===== config.mk =====
export PLATFORM = sky130hd
export DESIGN_NAME = csr_counters
export DESIGN_NICKNAME = d
export VERILOG_FILES = /design/src/rtl/csr_counters.sv
export SDC_FILE = /design/constraint.sdc
export NUM_CORES = 1
export LEC_CHECK = 0
export CORE_UTILIZATION = 25
export DETAILED_ROUTE_END_ITERATION = 12
export RECOVER_POWER = 25
export SLEW_MARGIN = 40
export SYNTH_ARGS = -nofsm -noshare
export SYNTH_HDL_FRONTEND = slang
export SYNTH_SLANG_ARGS = --single-unit

===== constraint.sdc =====
create_clock -name clk_i -period 2.6 [get_ports clk_i]
set_clock_uncertainty 0.1 [all_clocks]
set_input_delay 0.39 -clock clk_i [delete_from_list [all_inputs] [get_ports clk_i]]
set_output_delay 0.39 -clock clk_i [all_outputs]
set_load 0.01 [all_outputs]

===== src/rtl/csr_counters.sv =====
// csr_counters: machine cycle/instret counters with a small CSR read/write port.
//
// Ports:
//   clk_i           sole clock, rising edge
//   reset_n_i       asynchronous active-low reset
//   retire_w_i      one instruction retired this cycle
//   csr_addr_i      12-bit CSR address (read and write)
//   csr_rd_en_i     read request; data returned one cycle later
//   csr_wr_en_i     write request; applied on the same edge
//   csr_wdata_i     write data
//   csr_rdata_o     registered read data, holds when no read
//   csr_rd_valid_o  csr_rdata_o valid this cycle
//   csr_illegal_o   previous-cycle access was illegal
module csr_counters #(
   parameter logic [2:0]  INHIBIT_RST = 3'b000,
   parameter int unsigned HPM_EN      = 0
) (
   input  logic        clk_i,
   input  logic        reset_n_i,
   input  logic        retire_w_i,
   input  logic [11:0] csr_addr_i,
   input  logic        csr_rd_en_i,
   input  logic        csr_wr_en_i,
   input  logic [31:0] csr_wdata_i,
   output logic [31:0] csr_rdata_o,
   output logic        csr_rd_valid_o,
   output logic        csr_illegal_o
);

   logic [63:0] r_mcycle, r_minstret;
   logic [2:0]  r_inhibit;
   logic [31:0] r_rdata;
   logic        r_rd_valid, r_illegal;

   logic        w_cyc_lo, w_cyc_hi, w_ins_lo, w_ins_hi, w_inh, w_hpm;
   logic        w_mapped, w_ro, w_wr_ok;
   logic [31:0] w_rd_val;
   logic [63:0] w_mcycle_inc, w_minstret_inc, w_mcycle_d, w_minstret_d;
   logic [2:0]  w_inhibit_d;

   // Address decode; 0xCxx aliases read the matching 0xBxx counter.
   always_comb begin
      w_cyc_lo = (csr_addr_i == 12'hB00) || (csr_addr_i == 12'hC00);
      w_cyc_hi = (csr_addr_i == 12'hB80) || (csr_addr_i == 12'hC80);
      w_ins_lo = (csr_addr_i == 12'hB02) || (csr_addr_i == 12'hC02);
      w_ins_hi = (csr_addr_i == 12'hB82) || (csr_addr_i == 12'hC82);
      w_inh    = (csr_addr_i == 12'h320);
      // hpmcounter3..31 (lo and hi, machine and user views) read as zero
      // while no hardware performance counters are built.
      w_hpm    = ((csr_addr_i[11:8] == 4'hB) || (csr_addr_i[11:8] == 4'hC)) &&
                 (csr_addr_i[6:5] == 2'b00) && (csr_addr_i[4:0] >= 5'd3) &&
                 (HPM_EN == 0);
      w_mapped = w_cyc_lo | w_cyc_hi | w_ins_lo | w_ins_hi | w_inh | w_hpm;
      w_ro     = (csr_addr_i[11:8] == 4'hC);
      w_wr_ok  = csr_wr_en_i && w_mapped && !w_ro;
   end

   always_comb begin
      w_rd_val = 32'h0;
      if (w_cyc_lo)      w_rd_val = r_mcycle[31:0];
      else if (w_cyc_hi) w_rd_val = r_mcycle[63:32];
      else if (w_ins_lo) w_rd_val = r_minstret[31:0];
      else if (w_ins_hi) w_rd_val = r_minstret[63:32];
      else if (w_inh)    w_rd_val = {29'h0, r_inhibit};
   end

   // Counter next-state. A written half takes the write data verbatim; when the
   // lo half is written, the increment's carry into hi is dropped.
   always_comb begin
      w_mcycle_inc   = r_mcycle + {63'h0, ~r_inhibit[0]};
      w_minstret_inc = r_minstret + {63'h0, retire_w_i & ~r_inhibit[2]};

      w_mcycle_d = w_mcycle_inc;
      if (w_wr_ok && w_cyc_lo) begin
         w_mcycle_d[31:0]  = csr_wdata_i;
         w_mcycle_d[63:32] = r_mcycle[63:32];
      end
      if (w_wr_ok && w_cyc_hi) w_mcycle_d[63:32] = csr_wdata_i;

      w_minstret_d = w_minstret_inc;
      if (w_wr_ok && w_ins_lo) begin
         w_minstret_d[31:0]  = csr_wdata_i;
         w_minstret_d[63:32] = r_minstret[63:32];
      end
      if (w_wr_ok && w_ins_hi) w_minstret_d[63:32] = csr_wdata_i;

      w_inhibit_d = r_inhibit;
      // TM (bit 1) is hardwired to zero.
      if (w_wr_ok && w_inh) w_inhibit_d = {csr_wdata_i[2], 1'b0, csr_wdata_i[0]};
   end

   always_ff @(posedge clk_i or negedge reset_n_i) begin
      if (!reset_n_i) begin
         r_mcycle   <= 64'h0;
         r_minstret <= 64'h0;
         r_inhibit  <= INHIBIT_RST & 3'b101;
         r_rdata    <= 32'h0;
         r_rd_valid <= 1'b0;
         r_illegal  <= 1'b0;
      end else begin
         r_mcycle   <= w_mcycle_d;
         r_minstret <= w_minstret_d;
         r_inhibit  <= w_inhibit_d;
         r_rd_valid <= csr_rd_en_i;
         r_illegal  <= (csr_rd_en_i && !w_mapped) ||
                       (csr_wr_en_i && (!w_mapped || w_ro));
         if (csr_rd_en_i) r_rdata <= w_mapped ? w_rd_val : 32'h0;
      end
   end

   assign csr_rdata_o    = r_rdata;
   assign csr_rd_valid_o = r_rd_valid;
   assign csr_illegal_o  = r_illegal;

endmodule

==> results by group <==
Run status
  • Status: complete, no violations

Detailed routing
  • DRT Wirelength: between 30,000 and 40,000 um
  • Total number of vias: slightly above 10,000
  • DRC Markers: 0
  • Final ANT Viol Nets: 0
  • DR pass1 iterations: 8
  • DRT iter0 DRCs: about 1,200
  • Drt wl/cell: between 20 and 25 um
  • Vias per inst: roughly 5.4

Global routing
  • Largest net degree at the start of global routing: 52
  • Vias in the first global route: just over 10,000
  • First-pass GRT wire length: 60,300 um
  • Initial antenna violation count: 0
  • Global route overflow: 0
  • Total GRT Usage: around a fifth

Worst setup path
  • Crit path required time: 2.89 ns
  • CP Max Fanout: 3
  • Crit path from: r_inhibit[0]
  • CP startpoint kind: flop
  • Critical path endpoint: r_mcycle[62]
  • Crit path kind: flop to flop
  • Crit end category: flop
  • Reg-to-Reg End: r_mcycle[62]
  • Crit path arrival time: about 2.9 ns
  • R2R depth: 9
  • R2r setup slk: roughly 0.0028 ns
  • Reg-to-reg startpoint: r_inhibit[0]

Final layout
  • Nets: around 1,400
  • # diodes: 0
  • Filler Cells Inserted: 4,127
  • Fraction of layout cells with a size suffix above 1: between 10% and 20%
  • Area delta synth->final: 35.1%

Floorplanning
  • Core area: ~0.04 mm2
  • Die ar.: around 0.041 mm2
  • Die W: 203 um
  • Initial Utilization: between 20% and 30%
  • Chip height: approximately 200 um
  • I/O pin total: 83
  • Row count: 73

Synthesis
  • Post-Syn Area: slightly above 0.01 mm2
  • Prevailing post-synth register cell: dfrtp_1
  • Synth Instances: approximately 1,200
  • #FFs+latches synth: roughly 160
  • Asr flop ratio synth: 100%
  • Top-count cell post-synth: nand2_1
  • Post-synthesis cell type count: a little over 70
  • Number of synthesized flops with an enable pin: 0
  • Synth top cells by count: 167 x nand2_1, 164 x dfrtp_1, 89 x o21ai_0
  • Seq/Total Area, Yosys: 40.8%
  • Warnings, synthesis: 0
  • Synthesized net count: roughly 1,200
  • Mapped Avg Cell Area: between 8 and 9 um2
  • Cell taking the most area after synthesis: dfrtp_1
  • Synth top area share: slightly above 40%
  • Synth top area cells: dfrtp_1 41%, nand2_1 6.2%, o21ai_0 4.4%

Timing
  • RSZ-0062 raised after global routing: yes
  • Worst Tran Pin Value: approximately 1.5 ns
  • Slew Viols, Final: 0
  • Min Tclk post-route: between 2 and 3 ns
  • Fin. Hold Viols: 0
  • Hold_ws: just under 0.4 ns
  • Period utilization: between 90 and 100%
  • Post-route setup slack: 0.00280 ns
  • Endpoints failing setup: 0
  • Worst slew margin: 0.435%
  • F_max: just under 0.4 GHz

Placed design
  • Hpwl dp: ~31,000 um
  • # port buffers: 82
  • RD Place Congestion: between 0.9 and 1
  • Place WS: -0.410 ns

Power
  • Maximum vdd drop: 0.327 mV
  • Power consumption: roughly 6100 uW
  • Lkg Pwr: around 0.0052 uW
  • PwrDens: 446 mW/mm2

Clocking
  • CTS Sinks: between 150 and 200
  • Clk slew on worst S/H paths: about 0.070 ns
  • Clk root buf: clkbuf_16
  • CTS Buf Count: 17
  • # H-tree levels: 4
  • CTS tree: done
  • Clk_lat worst skew: ~0.45 ns
  • Max Buffers Root-to-Sink: 2

Worst hold path
  • Worst hold path class: flop to flop

Job
  • Max cap viols: 0
[worst min-delay path by stage]
stage	from	endpoint	depth (start not counted)	slack [ns]
floorplan	reset_n_i	csr_illegal_o	0	-0.006
finish	csr_rdata_o[25]	csr_rdata_o[25]	2	0.38
CTS	csr_rdata_o[25]	csr_rdata_o[25]	2	0.39
global route	csr_rdata_o[23]	csr_rdata_o[23]	1	0.41
global placement	reset_n_i	csr_rdata_o[2]	1	0.28
detailed placement	reset_n_i	csr_rdata_o[2]	1	0.29
[registers in the layout (all words and copies together) (netlist names)]
register / cells
csr_illegal_o: 1
csr_rd_valid_o: 1
csr_rdata_o: 32
r_inhibit: 2
r_mcycle: 64
r_minstret: 64
[final cells by class]
class | instances | area [um2] | share of cell area [%]
Clock buffer | 18 | 429 | 3.16
Inverter | 14 | 52.6 | 0.387
Timing Repair Buffer | 266 | 2450 | 18.0
Tap cell | 525 | 657 | 4.83
Clock inverter | 14 | 188 | 1.38
Multi-Input combinational cell | 907 | 5710 | 42.0
Sequential cell | 164 | 4110 | 30.2
[stage by stage]
stage	util [%]	cells	cell area, um2	setup TNS [ns]
final	34.2	1908	13600	0
after global routing	34.2	1908	13600	-0.104
after CTS	34.0	1907	13500	0
after detailed placement	32.4	1872	12900	-10.21
after global placement	32.4	1872	12900	-9.61
after floorplan	-	1164	10100	-0.0630
[cell usage in the layout (no fill, tap or decap), types with 5 or more instances in the layout]
| master | instances |
|---|---|
| inv_6 | 6 |
| nor2_1 | 46 |
| a222oi_1 | 23 |
| a21oi_1 | 29 |
| o211ai_1 | 27 |
| nand4_1 | 46 |
| inv_1 | 12 |
| xnor2_1 | 34 |
| and3_1 | 27 |
| nor4_1 | 14 |
| nand2_1 | 166 |
| and3_2 | 6 |
| or3_1 | 13 |
| buf_12 | 20 |
| a22o_1 | 6 |
| a22oi_1 | 29 |
| or4_1 | 17 |
| and2_1 | 7 |
| nor3_1 | 23 |
| dfrtp_1 | 163 |
| o31ai_1 | 22 |
| a221o_1 | 7 |
| or2_2 | 9 |
| and4_1 | 13 |
| nand2b_1 | 23 |
| o21ai_0 | 88 |
| clkbuf_16 | 17 |
| nand3_1 | 79 |
| clkdlybuf4s50_1 | 81 |
| a221oi_1 | 11 |
| a31oi_1 | 6 |
| buf_4 | 162 |
| xor2_1 | 32 |
| o311ai_0 | 10 |
| o2bb2ai_1 | 12 |
| mux2i_1 | 5 |
[worst max-delay path, stage by stage (launching register included)]
cell,delay [ns]
dfrtp_1,0.39
inv_2,0.08
ha_4,0.14
ha_4,0.13
and4_4,0.24
nand3_4,0.09
or4_4,0.53
or3_4,0.36
or4_1,0.40
nand3_1,0.08
[cells by family (layout without fill, tap and decap cells)]
logic type	after synthesis	count (layout)	synth area share (%)
AOI/OAI and AO/OA	296	296	20.4
xor gates and xnor gates	66	66	5.74
adders and majority gates	4	4	0.497
buffers and inverters	93	312	3.87
DFF	164	164	40.8
muxes	7	7	0.721
and+or+nand+nor	534	534	27.9
[what timing repair did]
action,4_1_cts,5_1_grt
resized for setup,2,21
buffers inserted,2,1
gates cloned,0,0
endpoints found under the hold margin,46,0
endpoints found under the setup margin,6,22
pin swaps,1,7
hold buffers,1,0
[routing by layer]
layer  share of wire (%)  track usage [%]  vias up
met1                  46             27.1     5064
met5                   0                0        -
li1                    -                -     4835
met3                 6.8             3.26       66
met2                  44             29.9      391
met4                 2.9             6.50        0
[power by group]
group          leakage, uW  internal, uW  switching (uW)  total (uW)
sequential         0.00197          2620            95.2        2720
combinational      0.00290           257             338         595
clock             0.000299          1540            1200        2750
total              0.00518          4420            1640        6060
Note: power is estimated with default switching activity, not from simulation.
